File: config.mk
export PLATFORM = sky130hd
export DESIGN_NAME = audio_level_meter
export DESIGN_NICKNAME = d
export VERILOG_FILES = /design/src/rtl/audio_level_meter.sv
export SDC_FILE = /design/constraint.sdc
export NUM_CORES = 1
export LEC_CHECK = 0
export CORE_UTILIZATION = 60
export CTS_BUF_LIST = sky130_fd_sc_hd__clkbuf_8
export DETAILED_ROUTE_END_ITERATION = 12
export PLACE_DENSITY_LB_ADDON = 0.05
export SYNTH_ARGS = -nofsm -noshare
export SYNTH_HDL_FRONTEND = slang
export SYNTH_SLANG_ARGS = --single-unit
File: constraint.sdc
create_clock -name clk_i -period 6.6 [get_ports clk_i]
set_input_delay 1.65 -clock clk_i [delete_from_list [all_inputs] [get_ports clk_i]]
set_output_delay 1.65 -clock clk_i [all_outputs]
set_load 0.05 [all_outputs]
File: src/rtl/audio_level_meter.sv
// audio_level_meter
//   AXI-Stream sink for the i2s2 receive path. Absorbs one stereo frame
//   (left word with last=0, then right word with last=1). The louder channel's
//   magnitude feeds a peak-hold / decaying-peak envelope. A log-scaled LED bar
//   is driven from that envelope.
//
//   Handshake: a word transfers on any rising clk_i edge where valid_i and
//   ready_o are both high. ready_o is registered. It is low during reset and
//   for the single UPDATE cycle that follows each right-channel word.
//
//   Ports
//     clk_i        system / axis clock
//     reset_i      synchronous, active-high reset
//     data_i       rx sample, two's complement, width_p bits
//     valid_i      rx word valid
//     last_i       1 = right-channel word (closes the frame)
//     ready_o      sink ready
//     peak_o       current envelope, unsigned, width_p-1 bits
//     frame_o      one-cycle pulse when a frame has been absorbed
//     led_o        bar display, bit leds_p-1 = loudest
//     clip_o       clip indicator (0 unless clip detection is built in)
//     dbg_state_o  FSM state (0 = WAIT_L, 1 = WAIT_R, 2 = UPDATE)
//
//   Build option
//     AUDIO_LEVEL_METER_CLIP_DETECT_EN : when defined, clip_o flags frames
//     containing a full-scale sample. It then stays high for hold_frames_p
//     further frames. When undefined, clip_o is tied low.
module audio_level_meter #(
    parameter int width_p       = 24,
    parameter int leds_p        = 5,
    parameter int step_p        = 3,
    parameter int hold_frames_p = 4800,
    parameter int decay_shift_p = 10
) (
    input  logic                 clk_i,
    input  logic                 reset_i,
    input  logic [width_p-1:0]   data_i,
    input  logic                 valid_i,
    input  logic                 last_i,
    output logic                 ready_o,
    output logic [width_p-2:0]   peak_o,
    output logic                 frame_o,
    output logic [leds_p-1:0]    led_o,
    output logic                 clip_o,
    output logic [1:0]           dbg_state_o
);

    localparam int PW = width_p - 1;
    localparam int HW = (hold_frames_p > 0) ? $clog2(hold_frames_p + 1) : 1;

    typedef enum logic [1:0] {
        WAIT_L = 2'd0,
        WAIT_R = 2'd1,
        UPDATE = 2'd2
    } state_t;

    state_t            state_q, state_d;
    logic              ready_q;
    logic              accept;
    logic              cap_l, cap_r;
    logic [PW-1:0]     mag_l_q, mag_r_q;
    logic [PW-1:0]     mag;
    logic [PW-1:0]     peak_q, peak_d;
    logic [HW-1:0]     hold_q, hold_d;
    logic              frame_q;
    logic [leds_p-1:0] led_q, led_d;

    // Magnitude in PW bits. The most-negative code has no positive
    // counterpart, so it saturates to full scale.
    function automatic logic [PW-1:0] mag_f(input logic [width_p-1:0] x);
        logic [width_p-1:0] neg;
        logic [PW-1:0]      r;
        neg = -x;
        if (!x[width_p-1]) begin
            r = x[PW-1:0];
        end else if (x[PW-1:0] == '0) begin
            r = '1;
        end else begin
            r = neg[PW-1:0];
        end
        return r;
    endfunction

    assign accept = valid_i & ready_q;
    // Any accepted left word (re)loads L. This also covers a repeated
    // last=0 word while waiting for the right channel.
    assign cap_l  = accept & ~last_i;
    assign cap_r  = accept & last_i & (state_q == WAIT_R);

    // ---------------- FSM ----------------
    always_ff @(posedge clk_i) begin
        if (reset_i) begin
            state_q <= WAIT_L;
        end else begin
            state_q <= state_d;
        end
    end

    always_comb begin
        state_d = state_q;
        case (state_q)
            WAIT_L: begin
                // A stray right word is dropped here, which resyncs the channels.
                if (accept && !last_i) state_d = WAIT_R;
            end
            WAIT_R: begin
                if (accept && last_i) state_d = UPDATE;
            end
            UPDATE:  state_d = WAIT_L;
            default: state_d = WAIT_L;
        endcase
    end

    // ---------------- Sample capture ----------------
    always_ff @(posedge clk_i) begin
        if (reset_i) begin
            mag_l_q <= '0;
            mag_r_q <= '0;
        end else begin
            if (cap_l) mag_l_q <= mag_f(data_i);
            if (cap_r) mag_r_q <= mag_f(data_i);
        end
    end

    assign mag = (mag_l_q >= mag_r_q) ? mag_l_q : mag_r_q;

    // ---------------- Envelope ----------------
    always_comb begin
        peak_d = peak_q;
        hold_d = hold_q;
        if (state_q == UPDATE) begin
            if (mag >= peak_q) begin
                peak_d = mag;
                hold_d = HW'(hold_frames_p);
            end else if (hold_q != '0) begin
                hold_d = hold_q - HW'(1);
            end else begin
                // The subtrahend reaches zero for small peaks, so the
                // envelope settles there instead of wrapping.
                peak_d = peak_q - (peak_q >> decay_shift_p);
            end
        end
    end

    // LED i lights when the envelope reaches 2^(PW-1 - step_p*(leds_p-1-i)).
    for (genvar i = 0; i < leds_p; i++) begin : g_led
        localparam int E = width_p - 2 - step_p * (leds_p - 1 - i);
        if (E >= 0) begin : g_thr
            assign led_d[i] = (peak_d >= (PW'(1) << E));
        end else begin : g_any
            assign led_d[i] = 1'b1;
        end
    end

    always_ff @(posedge clk_i) begin
        if (reset_i) begin
            ready_q <= 1'b0;
            peak_q  <= '0;
            hold_q  <= '0;
            frame_q <= 1'b0;
            led_q   <= '0;
        end else begin
            ready_q <= (state_d != UPDATE);
            peak_q  <= peak_d;
            hold_q  <= hold_d;
            frame_q <= (state_q == UPDATE);
            led_q   <= led_d;
        end
    end

    // ---------------- Clip detection ----------------
`ifdef AUDIO_LEVEL_METER_CLIP_DETECT_EN
    logic          clip_l_q, clip_r_q;
    logic          clip_q, clip_d;
    logic [HW-1:0] clip_cnt_q, clip_cnt_d;
    logic          raw_full;

    assign raw_full = (data_i == {1'b0, {PW{1'b1}}}) ||
                      (data_i == {1'b1, {PW{1'b0}}});

    always_comb begin
        clip_d     = clip_q;
        clip_cnt_d = clip_cnt_q;
        if (state_q == UPDATE) begin
            if (clip_l_q || clip_r_q) begin
                clip_d     = 1'b1;
                clip_cnt_d = HW'(hold_frames_p);
            end else if (clip_cnt_q != '0) begin
                clip_cnt_d = clip_cnt_q - HW'(1);
            end else begin
                clip_d = 1'b0;
            end
        end
    end

    always_ff @(posedge clk_i) begin
        if (reset_i) begin
            clip_l_q   <= 1'b0;
            clip_r_q   <= 1'b0;
            clip_q     <= 1'b0;
            clip_cnt_q <= '0;
        end else begin
            if (cap_l) clip_l_q <= raw_full;
            if (cap_r) clip_r_q <= raw_full;
            clip_q     <= clip_d;
            clip_cnt_q <= clip_cnt_d;
        end
    end

    assign clip_o = clip_q;
`else
    assign clip_o = 1'b0;
`endif

    assign ready_o     = ready_q;
    assign peak_o      = peak_q;
    assign frame_o     = frame_q;
    assign led_o       = led_q;
    assign dbg_state_o = state_q;

endmodule

After elaboration in Yosys (flattened, before gate mapping). Index checks and enable logic that the tools add are counted.

Register bits: 91. Bits in latches: 0. Memory bits (writable): 0. ROM bits: 0. Memories: 0.

Add/subtract/negate cells: 3. $mul: 0. Divide/modulo/power cells: 0. Order comparisons: 7. Equality and inequality tests: 3. Shifts and indexed selects: 0. Multiplexer cells: 11. Bitwise operators: 5. Reductions and logical operators: 8.

Operators by type and width (number): 23-bit 2-to-1 mux (6); 23-bit >= comparator (2); 13-bit 2-to-1 mux (2); 23-bit by 11-bit >= comparator with 1-bit output, second input constant (1); 23-bit by 14-bit >= comparator with 1-bit output, second input constant (1); 23-bit by 17-bit >= comparator with 1-bit output, second input constant (1); 23-bit by 20-bit >= comparator with 1-bit output, second input constant (1); 23-bit >= comparator, second input constant (1); 23-bit zero test (1); 23-bit negator (1); 23-bit by 13-bit subtractor with 23-bit output (1); 13-bit nonzero test (1); 13-bit by 1-bit subtractor with 13-bit output, second input constant (1); 1-bit bitwise AND (4); 2-bit 2-to-1 mux (2); 2-bit case mux with 2 select lines (1); 2-bit by 1-bit equality test with 1-bit output, second input constant (1); 2-bit equality test, second input constant (1); 1-bit logical AND (2); 2-bit zero test (1); 2-bit inequality test, second input constant (1); 2-bit AND reduction (1); 2-bit nonzero test (1); 1-bit zero test (1); 1-bit inverter (1).

Longest topological paths before layout. Gate-level depths: netlist (run 1).

Depth in word-level cells: 6. Gate-level depth with buffers: 23.

Worst setup path after synthesis (run 1). Ideal clock, no wire load.

Path kind: register to register. Start: register mag_r_q[21]. End: register led_q[0] (netlist: led_o[0]). Library setup time: 0.138 ns. Data arrival time: 4.939 ns. Path slack: 1.523 ns. Stages on the path, launching flop included: 22. Buffers on the path: 3. Period minus slack after synthesis: 5.077 ns. Path through: dfxtp_1 > inv_1 > ha_1 > a21oi_1 > nand2_1 > a221oi_1 > o21ai_0 > nor2_1 > clkbuf_1 > clkbuf_1 > mux2_2 > ha_1 > a21oi_1 > o21ai_0 > a221oi_1 > and3_1 > clkbuf_1 > nor2_1 > a221o_1 > nor4_1 > and4bb_2 > a41oi_1.

Word-level cells in the longest chain between the ends: 6.

RTL lines: start, declared (RTL line 61) `logic [PW-1:0] mag_l_q, mag_r_q;`; start signal, assigned (RTL line 121) `if (cap_r) mag_r_q <= mag_f(data_i);`; 23-bit >= comparator (RTL line 125) `assign mag = (mag_l_q >= mag_r_q) ? mag_l_q : mag_r_q;`; 23-bit 2-to-1 mux * (RTL line 125); 23-bit >= comparator (RTL line 132) `if (mag >= peak_q) begin`; 23-bit 2-to-1 mux * (RTL line 132); 23-bit 2-to-1 mux * (RTL line 131) `if (state_q == UPDATE) begin`; 23-bit by 11-bit >= comparator with 1-bit output * (RTL line 149) `assign led_d[i] = (peak_d >= (PW'(1) << E));`; end signal, assigned (RTL line 167) `led_q <= led_d;`; end, declared (RTL line 66) `logic [leds_p-1:0] led_q, led_d;`.

Mark *: on every way between the ends. The rest lies on a longest branch, timed or not. A chain may end at the register's enable or synchronous reset.

Worst setup path in the final report (run 1).
Start: register mag_r_q[12]. End: register led_q[0] (netlist: led_o[0]).

The elaborated chain is that of the path after synthesis.

==> results of run 1 <==
[cell usage in the layout, fill, tap and decap left out, drive strengths merged, types with 28 or more instances in the layout]
cell           netlist  layout
inv                 59      61
clkdlybuf4s50        0      58
nand2               66      66
ha                  61      61
a21oi               41      41
xnor2               29      29
dfxtp               91      91
a211oi              42      42
o21ai               28      28
nor2               104     104
[kinds of logic (layout without fill, tap and decap cells)]
logic type                 count (synthesis)  in the layout
buffers and inverters                     97            142
DFF                                       91             91
muxes                                     27             27
xor gates and xnor gates                  42             42
adders and majority gates                 62             62
other                                      1              1
AOI/OAI and AO/OA                        181            181
and+or+nand+nor                          286            286
[metrics by stage]
stage                     instance area, um2  setup WS (ns)  total power, mW  util (%)  hold slack (ns)
after CTS                               7140           1.10             1.35      71.8            0.511
final                                   7140           1.01             1.35      71.8            0.515
after floorplan                         6280           1.52            0.832         -            0.467
after global routing                    7140          0.606             1.41      71.8            0.533
after detailed placement                6920           1.13            0.934      69.6            0.488
after global placement                  6920           1.44            0.922      69.6            0.490
[state kept, by name, indices dropped and copies added (netlist names)]
register	flops
hold_q	13
mag_l_q	23
led_o	5
peak_o	23
frame_o	1
mag_r_q	23
dbg_state_o	2
ready_o	1
[metal layers]
metal  GRT usage (%)  vias up  share of wire (%)
met5               0        -                  0
met4            12.0        0                2.7
met3            4.32       39                6.2
met2            52.8      236                 48
met1            40.0     2784                 43
li1                -     2897                  -
[report_power, final]
group / internal [mW] / switching (mW) / total [mW]
clock: 0.221 / 0.199 / 0.420
combinational: 0.141 / 0.215 / 0.355
sequential: 0.562 / 0.0115 / 0.573
[layout make-up]
type,instances,area [um2]
multi-input cells,599,4070
fillers,822,2810
flip-flops and latches,91,1820
repair buffers,67,646
inverters,59,221
well taps,133,166
clock buffers,10,138
clock inverters,6,81.3
[worst max-delay path: stages (launching register included)]
cell	delay (ns)
dfxtp_1	0.37
inv_1	0.05
ha_1	0.28
a21oi_1	0.14
o21ai_0	0.13
a221oi_1	0.28
o21ai_0	0.22
nor2_2	0.42
buf_4	0.34
mux2_2	0.40
ha_1	0.33
nand4_1	0.11
nor4_1	0.31
o211ai_1	0.19
nand3_1	0.15
buf_4	0.24
nor3_1	0.06
mux2_2	0.28
a221o_1	0.28
nor4_1	0.42
and4bb_2	0.34
a41oi_1	0.11
[worst max path at each step]
stage,endpoint,slack [ns],startpoint,cells past startpoint
6_report,led_o[0],1.01,mag_r_q[12],21
5_1_grt,led_o[0],0.61,mag_r_q[21],21
4_1_cts,led_o[0],1.10,mag_r_q[12],21
3_5_place_dp,led_o[0],1.13,mag_r_q[12],21
3_3_place_gp,led_o[0],1.44,mag_r_q[12],21
2_1_floorplan,led_o[0],1.52,mag_r_q[21],21
==> metrics.csv, run 1 <==
stage,metric,value,unit
clock_network,cts_buffers,9,
power,peakVddDrop,0.141,mV
synth,synth_compound_area_share,19.7,%
worst_setup_path,critPathKind,register to register,
clock_network,cts_buffer_depth,2,
timing,max-slew-margin-rel,32.0,%
min_path,min_path_cells,1,
drt,wirelength,16500,um
worst_setup_path,r2r_end,led_o[0],
drt,ant_nets,0,
synth,synth.ff_latch_count,91,
clock_network,insertion_delay,0.38,ns
timing,fmax,179,MHz
drt,via_count,5956,
synth,yosys.area_share.xor_xnor,5.86,%
synth,avgSynthCellArea,7.97,um2
placement,place.port_buffers,59,
synth,synth_most_common_cell,nor2_1,
timing,fin_crit,5.59,ns
drt,drt_iter0_drc,361,
synth,yosys.area_share.simple,22.0,%
drt,vias_per_cell,6.17,
synth,synth_flop_cell,dfxtp_1,
finish,antennaDiodeCount,0,
global_route,antenna_found_initial,0,
global_route,overflow,0,
worst_setup_path,reg2reg_depth,21,
worst_setup_path,rr_startpoint,mag_r_q[12],
synth,synth_adder_area_share,12.5,%
timing,worst_pin_slew,1.02,ns
flow_run,max_cap_violations,0,
synth,synth_top_family_by_area,simple AND/OR/NAND/NOR gates,
clock_network,clk_pin_slew,0.09,ns
timing,rsz0062_at_grt,no,
power,leakagePower,2.80,nW
timing,maxSlewViolCount,0,
die,core,0.00995,mm2
placement,gp_routability_congestion,0.915,
synth,seq_area_frac_synth,29.0,%
finish,syn2layout_area_growth,13.8,%
die,die_w,104,um
clock_network,cts_resized,0,
drt,drtPass1Iterations,7,
timing,setup_tns,0,ns
drt,wl_per_cell,17.0,um
min_path,min_to,mag_r_q[14],
synth,yosys-top-cells-area,"dfxtp_1 29%, ha_1 12%, nor2_1 6.2%, a211oi_1 4.8%, xnor2_1 4.0%",
synth,netlist_instances,787,
global_route,grt_pass1_wl,27400,um
die,row_count,36,
timing,hold_violations,0,
synth,syn_area,0.00628,mm2
synth,synth_edf_count,0,
clock_network,ctsHoldBuffers,0,
die,start_util,63.0,%
global_route,grt_pass1_vias,5672,
worst_setup_path,rrSetupSlack,1.01,ns
synth,synthArstFlopShare,0,%
clock_network,clockRootBuffer,clkbuf_8,
synth,synth_common_cells,"104 x nor2_1, 91 x dfxtp_1, 66 x nand2_1",
synth,synthMuxAreaShare,4.67,%
power,power_density,189,mW/mm2
placement,dpl.cell_count,949,
worst_setup_path,worstPathArrival,5.80,ns
die,die_y,104,um
synth,ys_warn_count,0,
worst_setup_path,path_max_fanout,18,
timing,finalCritPeriodShare,84.7,%
finish,fin_nets,917,
synth,synth_top_cell_by_area,dfxtp_1,
die,io_pins,61,
global_route,grt_usage,31.2,%
worst_setup_path,cp-start-kind,register,
clock_network,htree_levels,3,
worst_setup_path,cp-end-kind,register,
global_route,grt_max_degree,53,
clock_network,tritoncts,built,
clock_network,clock_sinks,91,
min_path,min_path_type,register to register,
finish,drive_above_1_share,6.61,%
min_path,holdCritStartpoint,mag_r_q[14],
clock_network,post-cts-setup-buffers,0,
placement,dp_hpwl,12700,um
synth,synth_top_cell_area_share,29.0,%
die,die_area,0.0109,mm2
timing,setup-violations-final,0,
drt,drc,0,
synth,synth_cell_types,67,
finish,instances_no_fill,965,
worst_setup_path,cp.required,6.80,ns
status,outcome,completed,
timing,clock_skew,0.0108,ns
synth,synth_nets,877,
Power figures use the tool's default switching activity.
==> inputs of run 2 (changes only) <==
clock period = 5.6 ns   (was 6.6 ns; I/O delays follow)
==> metrics.csv, run 2 (same netlist as run 1, synthesis figures left out) <==
stage,metric,value,unit,change
timing,hold_violations,0,,unchanged
clock_network,clock_sinks,91,,unchanged
clock_network,post-cts-setup-buffers,0,,unchanged
drt,drtPass1Iterations,7,,unchanged
clock_network,tritoncts,built,,
finish,seq_area,0.00182,mm2,unchanged
finish,multi_input_area,0.00408,mm2,+0.15%
finish,antennaDiodeCount,0,,unchanged
flow_run,max_cap_violations,0,,unchanged
global_route,grt_max_degree,53,,unchanged
finish,layout_common_cells,"102 x nor2_1, 91 x dfxtp_1, 66 x nand2_1",,
global_route,grt_pass1_vias,5444,,-4.0%
global_route,antenna_found_initial,0,,unchanged
timing,fmax,194,MHz,+8.6%
drt,via_count,5951,,-0.084%
die,row_count,36,,unchanged
placement,place.port_buffers,59,,unchanged
finish,drive_above_1_share,7.19,%,+0.58 points
finish,fin_nets,919,,+0.22%
finish,final_common_cell,nor2_1,,
clock_network,insertion_delay,0.38,ns,about the same
worst_setup_path,path_max_fanout,8,,-10
worst_setup_path,slowest_delay,0.42,ns,about the same
power,power_density,222,mW/mm2,+17%
min_path,min_path_type,register to register,,
drt,drt_iter0_drc,347,,-3.9%
timing,fin_crit,5.15,ns,-0.445 ns
global_route,grt_pass1_wl,26500,um,-3.3%
power,peakVddDrop,0.170,mV,+20%
die,start_util,63.0,%,unchanged
clock_network,cts_buffers,9,,unchanged
finish,syn2layout_area_growth,14.2,%,
worst_setup_path,critPathKind,register to register,,
drt,drc,0,,unchanged
clock_network,clockRootBuffer,clkbuf_8,,
drt,vias_per_cell,6.15,,-0.29%
finish,nFillCells,806,,-1.9%
global_route,overflow,0,,unchanged
drt,wirelength,16300,um,-0.67%
timing,setup-violations-final,0,,unchanged
placement,gp_routability_congestion,0.944,,+3.1%
timing,worst_pin_slew,0.797,ns,-0.223 ns
worst_setup_path,critPathBufInv,3,,unchanged
clock_network,htree_levels,3,,unchanged
worst_setup_path,crit_slowest_cell,nor4_2,,
worst_setup_path,cp.required,5.82,ns,-0.98 ns
global_route,grt_usage,30.6,%,-0.64 points
finish,utilization,72.0,%,+0.24 points
placement,dp_hpwl,12500,um,-1.6%
die,die_y,104,um,unchanged
worst_setup_path,rrSetupSlack,0.45,ns,-0.56 ns
drt,wl_per_cell,16.9,um,-0.88%
worst_setup_path,path_delay_family,simple AND/OR/NAND/NOR gates,,
die,core,0.00995,mm2,unchanged
timing,finalCritPeriodShare,91.9,%,+7.2 points
die,die_area,0.0109,mm2,unchanged
clock_network,clk_pin_slew,0.09,ns,about the same
worst_setup_path,cp-end-kind,register,,
status,outcome,completed,,
drt,ant_nets,0,,unchanged
timing,maxSlewViolCount,0,,unchanged
timing,clock_skew,0.0152,ns,+0.00441 ns
timing,max-slew-margin-rel,46.2,%,+14 points
worst_setup_path,crit_path_cell_trace,inv_1 > ha_1 > a21oi_1 > o21ai_0 > a221oi_1 > o21ai_0 > nor2_2 > buf_4 > mux2i_1 > inv_1 > ha_1 > nand3_1 > nor4_2 > o211ai_1 > nand3_1 > nor3_1 > mux2_2 > a221o_1 > nor4_1 > and4bb_2 > a41oi_1,,
worst_setup_path,worstPathArrival,5.37,ns,-0.43 ns
die,die_w,104,um,unchanged
worst_setup_path,cp-start-kind,register,,
clock_network,cts_buffer_depth,2,,unchanged
die,io_pins,61,,unchanged
timing,setup_tns,0,ns,unchanged
power,leakagePower,2.80,nW,+0.16%
[run 2: cell count changes in the layout (fill, tap and decap cells not counted), sizes merged]
cell | previous run | this run
bufinv | 2 | 1
clkbuf | 10 | 12
buf | 9 | 11
inv | 61 | 60
[run 2: power breakdown]
part | total, mW | internal [mW] | switching (mW) | leakage, nW
Clock | 0.489 | 0.246 | 0.243 | 0.113
Sequential | 0.676 | 0.662 | 0.0142 | 0.737
Combinational | 0.422 | 0.170 | 0.252 | 1.95
Total | 1.59 | 1.08 | 0.510 | 2.80
[run 2: path summary, 6_finish.rpt]
check	from	to	cells past startpoint
setup / recovery	mag_r_q[12]	led_o[0]	21
hold / removal	dbg_state_o[1]	dbg_state_o[0]	1
setup reg to reg	mag_r_q[12]	led_o[0]	21
hold reg to reg	dbg_state_o[1]	dbg_state_o[0]	1
[run 2: what timing repair did]
action / in CTS / in global routing
hold endpoints to repair: 0 / 0
gates resized for setup: 0 / 1
hold buffers: 0 / 0
setup endpoints to repair: 0 / 6
[run 2: routing by layer]
metal	track usage [%]	up-vias	wire, um
li1	-	2895	-
met1	39.8	2830	7170
met2	51.7	204	7900
met3	4.76	22	986
met4	9.59	0	282
met5	0	-	0
[run 2: cell type report]
cell class	count	share of cell area, %
clock buffer	12	2.30
clock inverter	4	0.786
inverter	59	3.09
multi-input combinational	599	56.9
sequential	91	25.4
tap	133	2.32
timing repair buffer	69	9.22
[run 2: metrics by stage]
step | worst slack [ns] | cells | hold WS [ns] | power [mW] | cell area [um2]
2_1_floorplan | 0.523 | 787 | 0.467 | 0.981 | 6280
3_3_place_gp | 0.478 | 951 | 0.487 | 1.09 | 6940
3_5_place_dp | 0.428 | 951 | 0.492 | 1.10 | 6940
4_1_cts | 0.388 | 967 | 0.516 | 1.58 | 7160
5_1_grt | -0.0161 | 967 | 0.543 | 1.67 | 7170
6_report | 0.453 | 967 | 0.509 | 1.59 | 7170
[run 2: worst reg2reg max path: cells and delay by family (launching register included)]
kind	cells	cell delay (ns)
multiplexers	2	0.62
buffers and inverters	3	0.33
adder cells (fa/ha/maj)	2	0.58
AO/OA/AOI/OAI	7	1.33
AND/OR/NAND/NOR	7	1.77
flip-flops	1	0.38
==> inputs of run 3 (changes only) <==
clock period = 6.4 ns   (was 5.6 ns; I/O delays follow)
==> metrics.csv, run 3 (same netlist as run 1, synthesis figures left out) <==
stage,metric,value,unit,change
finish,drive_above_1_share,6.73,%,-0.46 points
status,outcome,completed,,
drt,vias_per_cell,6.11,,-0.67%
drt,ant_nets,0,,unchanged
timing,setup-violations-final,0,,unchanged
timing,fin_crit,5.70,ns,+0.550 ns
clock_network,cts_buffers,9,,unchanged
die,core,0.00995,mm2,unchanged
flow_run,max_cap_violations,0,,unchanged
worst_setup_path,path_max_fanout,11,,+3
drt,drt_iter0_drc,378,,+8.9%
clock_network,clockRootBuffer,clkbuf_8,,
global_route,grt_pass1_vias,5659,,+3.9%
timing,fmax,176,MHz,-9.7%
clock_network,tritoncts,built,,
placement,dp_hpwl,12900,um,+3.2%
global_route,overflow,0,,unchanged
drt,via_count,5899,,-0.87%
timing,hold_violations,0,,unchanged
clock_network,cts_buffer_depth,2,,unchanged
drt,drtPass1Iterations,5,,-2
power,leakagePower,2.78,nW,-0.85%
finish,final_common_cell,nor2_1,,
timing,maxSlewViolCount,0,,unchanged
clock_network,htree_levels,3,,unchanged
drt,wirelength,16800,um,+2.8%
clock_network,clock_sinks,91,,unchanged
finish,nFillCells,816,,+1.2%
worst_setup_path,reg2reg_depth,20,,-4.8%
min_path,min_path_type,register to register,,
placement,postPlaceCellArea,0.00694,mm2,about the same
finish,multi_input_area,0.00407,mm2,-0.15%
finish,syn2layout_area_growth,13.7,%,
worst_setup_path,cp-end-kind,register,,
global_route,grt_pass1_wl,27800,um,+4.9%
die,start_util,63.0,%,unchanged
die,die_w,104,um,unchanged
power,peakVddDrop,0.115,mV,-32%
finish,finalInstanceArea,0.00714,mm2,-0.42%
drt,drc,0,,unchanged
finish,layout_common_cells,"102 x nor2_1, 91 x dfxtp_1, 66 x nand2_1",,
timing,clock_skew,0.0123,ns,-0.00289 ns
clock_network,clk_pin_slew,0.09,ns,about the same
worst_setup_path,critPathKind,register to register,,
finish,antennaDiodeCount,0,,unchanged
global_route,grt_usage,32.0,%,+1.4 points
clock_network,ctsHoldBuffers,0,,unchanged
drt,wl_per_cell,17.4,um,+3.0%
placement,dp_worst_setup_slack,0.955,ns,+0.526 ns
die,die_y,104,um,unchanged
finish,fin_nets,917,,-0.22%
worst_setup_path,worstPathArrival,5.90,ns,+0.53 ns
die,row_count,36,,unchanged
placement,gp_routability_congestion,0.939,,-0.57%
timing,setup_ws,0.703,ns,+0.250 ns
die,die_area,0.0109,mm2,unchanged
finish,seq_area,0.00182,mm2,unchanged
timing,finalCritPeriodShare,89.0,%,-2.9 points
power,power_density,192,mW/mm2,-13%
clock_network,insertion_delay,0.38,ns,about the same
placement,place.port_buffers,59,,unchanged
timing,rsz0062_at_grt,no,,
clock_network,cts_resized,0,,unchanged
timing,max-slew-margin-rel,33.4,%,-13 points
clock_network,post-cts-setup-buffers,0,,unchanged
die,io_pins,61,,unchanged
timing,worst_pin_slew,0.999,ns,+0.202 ns
worst_setup_path,cp-start-kind,register,,
timing,setup_tns,0,ns,unchanged
global_route,antenna_found_initial,0,,unchanged
min_path,min_path_cells,2,,+1
global_route,grt_max_degree,53,,unchanged
worst_setup_path,cp.required,6.61,ns,+0.79 ns
[run 3: routing by layer]
layer	vias to the layer above	global-route usage [%]	routed length [um]
met2	223	55.0	8120
met4	0	11.4	362
li1	2900	-	-
met3	34	5.76	1160
met5	-	0	0
met1	2742	39.7	7160
[run 3: final timing paths]
check | from | to | slack [ns]
setup / recovery | mag_r_q[14] | led_o[0] | 0.70
hold / removal | mag_r_q[7] | mag_r_q[7] | 0.52
setup reg to reg | mag_r_q[14] | led_o[0] | 0.70
hold reg to reg | mag_r_q[7] | mag_r_q[7] | 0.52
[run 3: power breakdown]
group	total [mW]	internal, mW	switching (mW)
Clock	0.404	0.183	0.221
Sequential	0.591	0.580	0.0119
Combinational	0.373	0.151	0.222
Total	1.37	0.913	0.455
[run 3: cell type report]
class                   count  share of cell area (%)
flip-flops and latches     91                    25.5
inverters                  59                    3.10
clock buffers               9                    1.74
multi-input cells         599                    57.0
well taps                 133                    2.33
clock inverters             7                    1.07
repair buffers             67                    9.22
[run 3: stage by stage]
step | total power [mW] | hold slack (ns) | std cells | util [%]
finish | 1.37 | 0.519 | 965 | 71.7
global route | 1.44 | 0.544 | 965 | 71.7
CTS | 1.36 | 0.520 | 965 | 71.7
detailed placement | 0.967 | 0.505 | 949 | 69.7
global placement | 0.955 | 0.487 | 949 | 69.7
floorplan | 0.859 | 0.467 | 787 | -
[run 3: critical path, stage by stage (launching register included)]
cell and delay (ns):
dfxtp_1 0.38, inv_1 0.07, ha_1 0.29, a21oi_1 0.12
o21ai_0 0.12, a221oi_1 0.28, o21ai_0 0.21, nor2_2 0.50
mux2i_1 0.40, inv_1 0.08, ha_1 0.30, nand3_1 0.12
nor4_1 0.53, o211ai_1 0.25, nand3_1 0.34, buf_4 0.25
nand2_1 0.27, mux2i_1 0.21, nor4_1 0.34, and4bb_2 0.34
a41oi_1 0.13
